File: src/rtl/iop_ingress_packer_pkg.sv
// rtl/iop_ingress_packer_pkg.sv - shared lane geometry and helpers for the ingress packer
//   IOP_LANES : beats per packed IOP word
//   LANE_W    : width of the assembly lane index
//   FRM_CNT_W : width of the completed-frame counter
package iop_ingress_packer_pkg;

  localparam int IOP_LANES = 4;
  localparam int LANE_W    = 2;
  localparam int FRM_CNT_W = 16;

  typedef logic [LANE_W-1:0]    lane_t;
  typedef logic [IOP_LANES-1:0] keep_t;

  // Lanes 0..lane inclusive are valid when a word closes at 'lane'.
  function automatic keep_t keep_for_lane(input lane_t lane);
    keep_t k;
    for (int i = 0; i < IOP_LANES; i++) begin
      k[i] = (LANE_W'(i) <= lane);
    end
    return k;
  endfunction

endpackage

File: src/rtl/iop_pk_outreg.sv
// rtl/iop_pk_outreg.sv - packed-word output register with load/hold/clear handshake
//   clk, rstn            : clock, synchronous active-low reset
//   load                 : capture load_tdata/load_tkeep/load_tlast this cycle
//   load_tdata/tkeep/tlast : word being produced by the assembler
//   pk_tready            : downstream accepts the held word
//   pk_tvalid/tdata/tkeep/tlast : registered output word
module iop_pk_outreg
  import iop_ingress_packer_pkg::*;
#(
  parameter int pIOPS_WIDTH = 128
) (
  input  logic                   clk,
  input  logic                   rstn,
  input  logic                   load,
  input  logic [pIOPS_WIDTH-1:0] load_tdata,
  input  logic [IOP_LANES-1:0]   load_tkeep,
  input  logic                   load_tlast,
  input  logic                   pk_tready,
  output logic                   pk_tvalid,
  output logic [pIOPS_WIDTH-1:0] pk_tdata,
  output logic [IOP_LANES-1:0]   pk_tkeep,
  output logic                   pk_tlast
);

  // The upstream only asserts load when the slot is empty or draining this
  // cycle, so a load always wins and gives back-to-back words without a bubble.
  always_ff @(posedge clk) begin
    if (!rstn) begin
      pk_tvalid <= 1'b0;
      pk_tdata  <= '0;
      pk_tkeep  <= '0;
      pk_tlast  <= 1'b0;
    end else if (load) begin
      pk_tvalid <= 1'b1;
      pk_tdata  <= load_tdata;
      pk_tkeep  <= load_tkeep;
      pk_tlast  <= load_tlast;
    end else if (pk_tready) begin
      pk_tvalid <= 1'b0;
    end
  end

endmodule

File: src/rtl/iop_ingress_packer.sv
// rtl/iop_ingress_packer.sv - packs up to four stream beats into one IOP word
//   clk, rstn     : clock, synchronous active-low reset
//   ss_t*         : input beat stream (tvalid/tdata/tlast in, tready out)
//   pk_t*         : packed word stream (tvalid/tdata/tkeep/tlast out, tready in)
//   frm_cnt       : number of frames whose closing word was accepted downstream
//   INGRESS_ZPAD_EN : when defined, lanes outside pk_tkeep are driven to zero
module iop_ingress_packer
  import iop_ingress_packer_pkg::*;
#(
  parameter int pDATA_WIDTH = 32,
  parameter int pIOPS_WIDTH = 128
) (
  input  logic                   clk,
  input  logic                   rstn,
  input  logic                   ss_tvalid,
  input  logic [pDATA_WIDTH-1:0] ss_tdata,
  input  logic                   ss_tlast,
  output logic                   ss_tready,
  output logic                   pk_tvalid,
  output logic [pIOPS_WIDTH-1:0] pk_tdata,
  output logic [IOP_LANES-1:0]   pk_tkeep,
  output logic                   pk_tlast,
  input  logic                   pk_tready,
  output logic [FRM_CNT_W-1:0]   frm_cnt
);

  lane_t                                 lane_q;
  logic [IOP_LANES-1:0][pDATA_WIDTH-1:0] asm_q;
  logic [IOP_LANES-1:0][pDATA_WIDTH-1:0] asm_next;
  logic [pIOPS_WIDTH-1:0]                word;
  keep_t                                 keep;
  logic                                  accept;
  logic                                  complete;

  // Input is accepted whenever the output slot is free or frees this cycle.
  assign ss_tready = rstn & (~pk_tvalid | pk_tready);
  assign accept    = ss_tvalid & ss_tready;
  assign complete  = accept & ((lane_q == LANE_W'(IOP_LANES - 1)) | ss_tlast);
  assign keep      = keep_for_lane(lane_q);

  // The closing beat goes straight into the outgoing word rather than
  // waiting a cycle in the assembly register.
  always_comb begin
    asm_next         = asm_q;
    asm_next[lane_q] = ss_tdata;
  end

`ifdef INGRESS_ZPAD_EN
  always_comb begin
    word = '0;
    for (int i = 0; i < IOP_LANES; i++) begin
      word[i*pDATA_WIDTH +: pDATA_WIDTH] = keep[i] ? asm_next[i] : '0;
    end
  end
`else
  assign word = asm_next;
`endif

  always_ff @(posedge clk) begin
    if (!rstn) begin
      lane_q <= '0;
      asm_q  <= '0;
    end else if (accept) begin
      asm_q  <= asm_next;
      lane_q <= complete ? '0 : lane_q + LANE_W'(1);
    end
  end

  always_ff @(posedge clk) begin
    if (!rstn) begin
      frm_cnt <= '0;
    end else if (pk_tvalid && pk_tready && pk_tlast) begin
      frm_cnt <= frm_cnt + FRM_CNT_W'(1);
    end
  end

  iop_pk_outreg #(
    .pIOPS_WIDTH(pIOPS_WIDTH)
  ) u_outreg (
    .clk        (clk),
    .rstn       (rstn),
    .load       (complete),
    .load_tdata (word),
    .load_tkeep (keep),
    .load_tlast (ss_tlast),
    .pk_tready  (pk_tready),
    .pk_tvalid  (pk_tvalid),
    .pk_tdata   (pk_tdata),
    .pk_tkeep   (pk_tkeep),
    .pk_tlast   (pk_tlast)
  );

endmodule

File: config.mk
export PLATFORM = sky130hd
export DESIGN_NAME = iop_ingress_packer
export DESIGN_NICKNAME = d
export VERILOG_FILES = /design/src/rtl/iop_ingress_packer_pkg.sv /design/src/rtl/iop_pk_outreg.sv /design/src/rtl/iop_ingress_packer.sv
export SDC_FILE = /design/constraint.sdc
export NUM_CORES = 1
export LEC_CHECK = 0
export CAP_MARGIN = 20
export CELL_PAD_IN_SITES_DETAIL_PLACEMENT = 0
export CELL_PAD_IN_SITES_GLOBAL_PLACEMENT = 2
export CORE_MARGIN = 4
export CORE_UTILIZATION = 35
export CTS_CLUSTER_SIZE = 24
export DETAILED_ROUTE_END_ITERATION = 7
export GPL_ROUTABILITY_DRIVEN = 0
export PLACE_DENSITY_LB_ADDON = 0.05
export SYNTH_ARGS = -nofsm -noshare
export SYNTH_HDL_FRONTEND = slang
export SYNTH_SLANG_ARGS = --single-unit
File: constraint.sdc
create_clock -name clk -period 3.4 [get_ports clk]
set_input_delay 0.68 -clock clk [delete_from_list [all_inputs] [get_ports clk]]
set_output_delay 0.68 -clock clk [all_outputs]
set_load 0.02 [all_outputs]
==> impl_summary.txt <==
----------------------------------------------------
[Run status]
  Run status ... finished clean

[Timing]
  Max-slew headroom ... 25.78%
  Clock tree skew after final layout ... 10.56 ps
  Total setup violations reported at the end of the flow ... 0
  Final Max Tran Viols ... 0
  RSZ-0062 raised after global routing ... false
  Final critical path time including I/O delays and setup ... 2756 ps
  Final Cycle Share ... 81.06%
  Worst slew pin tran ... 1111 ps
  Worst hold margin ... 462.7 ps
  Total negative slack for setup checks ... 0 ps
  Hold Fails Final Rpt ... 0
  Fmax ... 362.8 MHz

[Detailed routing]
  Routed length per placed instance ... 19.03 um
  Met2 Routed Length ... between 10000 and 15000 um
  Met3 routed wirelength ... 1634 um
  Final wirelength ... roughly 30000 um
  Number of DRC markers in iteration 0 ... 429
  Count of unresolved DRC violations after routing ... 0
  Met1 Wirelength ... approximately 14000 um
  Total iterations of the first detailed-routing run ... 4
  Top layer used by detailed routing ... met4
  Remaining antenna violation count after routing ... 0
  Number of vias per cell after detailed routing ... 5.067
  Vias post-DR ... roughly 8.0k

[Setup path]
  Critical path data arrival time ... 2080 ps
  Top fanout value on the critical path ... 5
  Most numerous cell on the critical path ... sky130_fd_sc_hd__clkdlybuf4s50_1
  Critical setup path kind ... in2out
  Startpoint of the worst-slack reg-to-reg timing path ... lane_q[0]$_SDFFE_PN0P_
  Kind of start point of the critical path ... input pin
  Worst Setup SP ... rstn
  Reg-to-reg setup timing slack ... approximately 1100 ps
  Critical path, cell by cell ... clkdlybuf4s50_1, and2_1, clkdlybuf4s50_1
  Critical Path End Type ... output port
  Longest individual stage delay on the worst path ... 620 ps
  Data required time of the critical path ... about 2700 ps
  Count of buffering cells on the critical path with inverters included ... 2
  Master of the slowest instance on the critical path ... sky130_fd_sc_hd__clkdlybuf4s50_1
  Largest delay share family, worst path ... buffers and inverters

[Final layout]
  Number of nets in the layout ... 1188
  Share of layout cells above drive strength 1 ... a little over an eighth
  Number of antenna cells inserted ... 0
  Count of placed standard cells in the final layout, fillers left out ... 1571
  Area growth syn-to-layout ... 28.92%
  Most common cell after layout, fill and taps aside ... sky130_fd_sc_hd__dfxtp_1
  Final cell area excluding filler cells ... around 0.014 sq mm
  Most used cells in the layout excluding fill and tap cells ... 280 x sky130_fd_sc_hd__dfxtp_1, 187 x sky130_fd_sc_hd__clkdlybuf4s50_1, 142 x sky130_fd_sc_hd__nor2_1
  Core occupancy in the finished layout ... about 46%
  Fill count ... 2966

[Clocking]
  CTS tree ... built
  CTS root buffer ... sky130_fd_sc_hd__clkbuf_16
  Post-CTS resize count ... 0
  CTS sink count ... 280
  Insertion delay of the later-clocked pin in the worst-skew pair ... 490 ps
  Buffers inserted during post-CTS setup optimization ... 0
  Maximum level of the CTS H-tree ... 2
  Number of hold buffers added after cts ... 0
  Worst-path clk slew ... ~50 ps
  CTS max path bufs ... 3
  Clock buffer count from CTS ... 34

[Floorplanning]
  Width of the die ... 186.4 um
  Area of the die ... about 0.035 sq mm
  Die H ... 186.4 um
  Area of the core ... 0.03147 sq mm
  Initial Utilization ... 35.40%
  Number of primary I/O pins ... 188
  Standard-cell row count ... 65

[Placement]
  Number of buffers inserted by port buffering ... roughly 190
  Post-detail-place hpwl ... 18760 um
  Standard cell area after detailed placement ... 0.01317 sq mm
  Placed cells ... ~1.5k

[Min path]
  Worst min path class ... reg2reg
  Worst min-delay path startpoint ... u_outreg.pk_tkeep[3]$_SDFFE_PN0P_

[Global route]
  Number of antenna violations at the first check in global routing ... 0
  GRT Total Usage ... 16.60%
  Sum of overflow across all layers after global routing ... 0
  Maximum number of pins on one net before global-route repair ... 94
  First-pass GRT wire length ... 47080 um
  Vias in the first global route ... a little under 8k

[Yosys]
  Cells taking the most area after synthesis ... sky130_fd_sc_hd__dfxtp_1 50%, sky130_fd_sc_hd__mux2i_1 12%, sky130_fd_sc_hd__a22o_1 10%
  #FFs+latches synth ... 280
  Proportion of netlist area held by the largest area contributor ... 50.31%
  Summed instance area of the synthesized netlist ... 0.01114 sq mm
  Synth warnings ... 0
  Synth area leader ... sky130_fd_sc_hd__dfxtp_1
  Post-Syn Area per Cell ... 10.88 sq um
  Synthesized netlist cell count ... approximately 1.0k
  Yosys cell types ... 35
  Sequential element share of the synthesized area ... 50.31%
  Number of nets produced by synthesis ... 1067

[Pwr]
  Leakage power total ... 0.004972 uW
  PwrDens ... 561.7 mW/mm^2
  Max IR drop VDD ... 0.3112 mV

[Job]
  Max-Cap Viols ... 0

----------------------------------------------------
-- synth_stat cells (all sizes together) --
cell	count
dfxtp	280
nor2	144
a211oi	129
mux2i	129
a22o	128
buf	101
clkbuf	22
a21oi	15
nand2	12
nand3	8
and2	6
ha	6
nand4	5
xor2	5
inv	4
nor3	4
o21ai	4
or3	4
xnor2	4
and3	3
and4	3
o31ai	2
or4	2
and4b	1
nand2b	1
nand4b	1
nor4	1
-- sequential cells by signal, indices dropped and copies added, names as in the netlist --
register            count
asm_q                 128
frm_cnt                16
lane_q                  2
u_outreg.pk_tdata     128
u_outreg.pk_tkeep       4
u_outreg.pk_tlast       1
u_outreg.pk_tvalid      1
-- path summary, 6_finish.rpt --
path,cells past startpoint,to
setup / recovery,3,ss_tready
hold / removal,2,u_outreg.pk_tkeep[3]$_SDFFE_PN0P_
setup reg to reg,4,asm_q[82]$_SDFFE_PN0P_
hold reg to reg,2,u_outreg.pk_tkeep[3]$_SDFFE_PN0P_
-- power by group --
group          internal, uW  switching, uW  total [uW]
logic                   345            453         798
clock network          2410           1390        3790
registers              3400           71.3        3470
-- kinds of logic (layout without fill, tap and decap cells) --
family,count (synthesis),after routing,share of synthesized area [%]
buffers and inverters,127,272,6.188
muxes,129,129,11.59
xor gates and xnor gates,9,9,0.7075
DFF,280,280,50.31
and+or+nand+nor,195,195,7.502
adders and majority gates,6,6,0.6738
AOI/OAI and AO/OA,278,278,23.02
-- cell type report --
class                           count  area, sq um  share of cell area, %
Sequential cell                   280         5605                  39.03
Multi-Input combinational cell    617         4901                  34.12
Timing Repair Buffer              208         2142                  14.91
Clock buffer                       54         1080                  7.518
Tap cell                          402        503.0                  3.502
Clock inverter                      6        111.4                 0.7753
Inverter                            4        20.02                 0.1394
-- worst reg2reg max path: cells and delay by family (launching register included) --
family | cells | cell delay (ps)
adder cells (fa/ha/maj) | 1 | 650
buffers and inverters | 1 | 140
AND/OR/NAND/NOR | 1 | 810
AO/OA/AOI/OAI | 1 | 280
flip-flops | 1 | 340
-- layer usage --
layer | track usage, % | vias up
li1 | - | 3968
met1 | 23.08 | 3784
met2 | 26.34 | 175
met3 | 4.003 | 34
met4 | 3.840 | 0
met5 | 0 | -
-- metrics by stage --
stage | worst slack, ps | power, uW
after floorplan | 1497 | 4036
after global placement | 439.5 | 4353
after detailed placement | 554.6 | 4357
after CTS | 625.8 | 8201
after global routing | 589.7 | 8389
final | 643.9 | 8067
No activity file was read; power rests on OpenSTA's default activity.
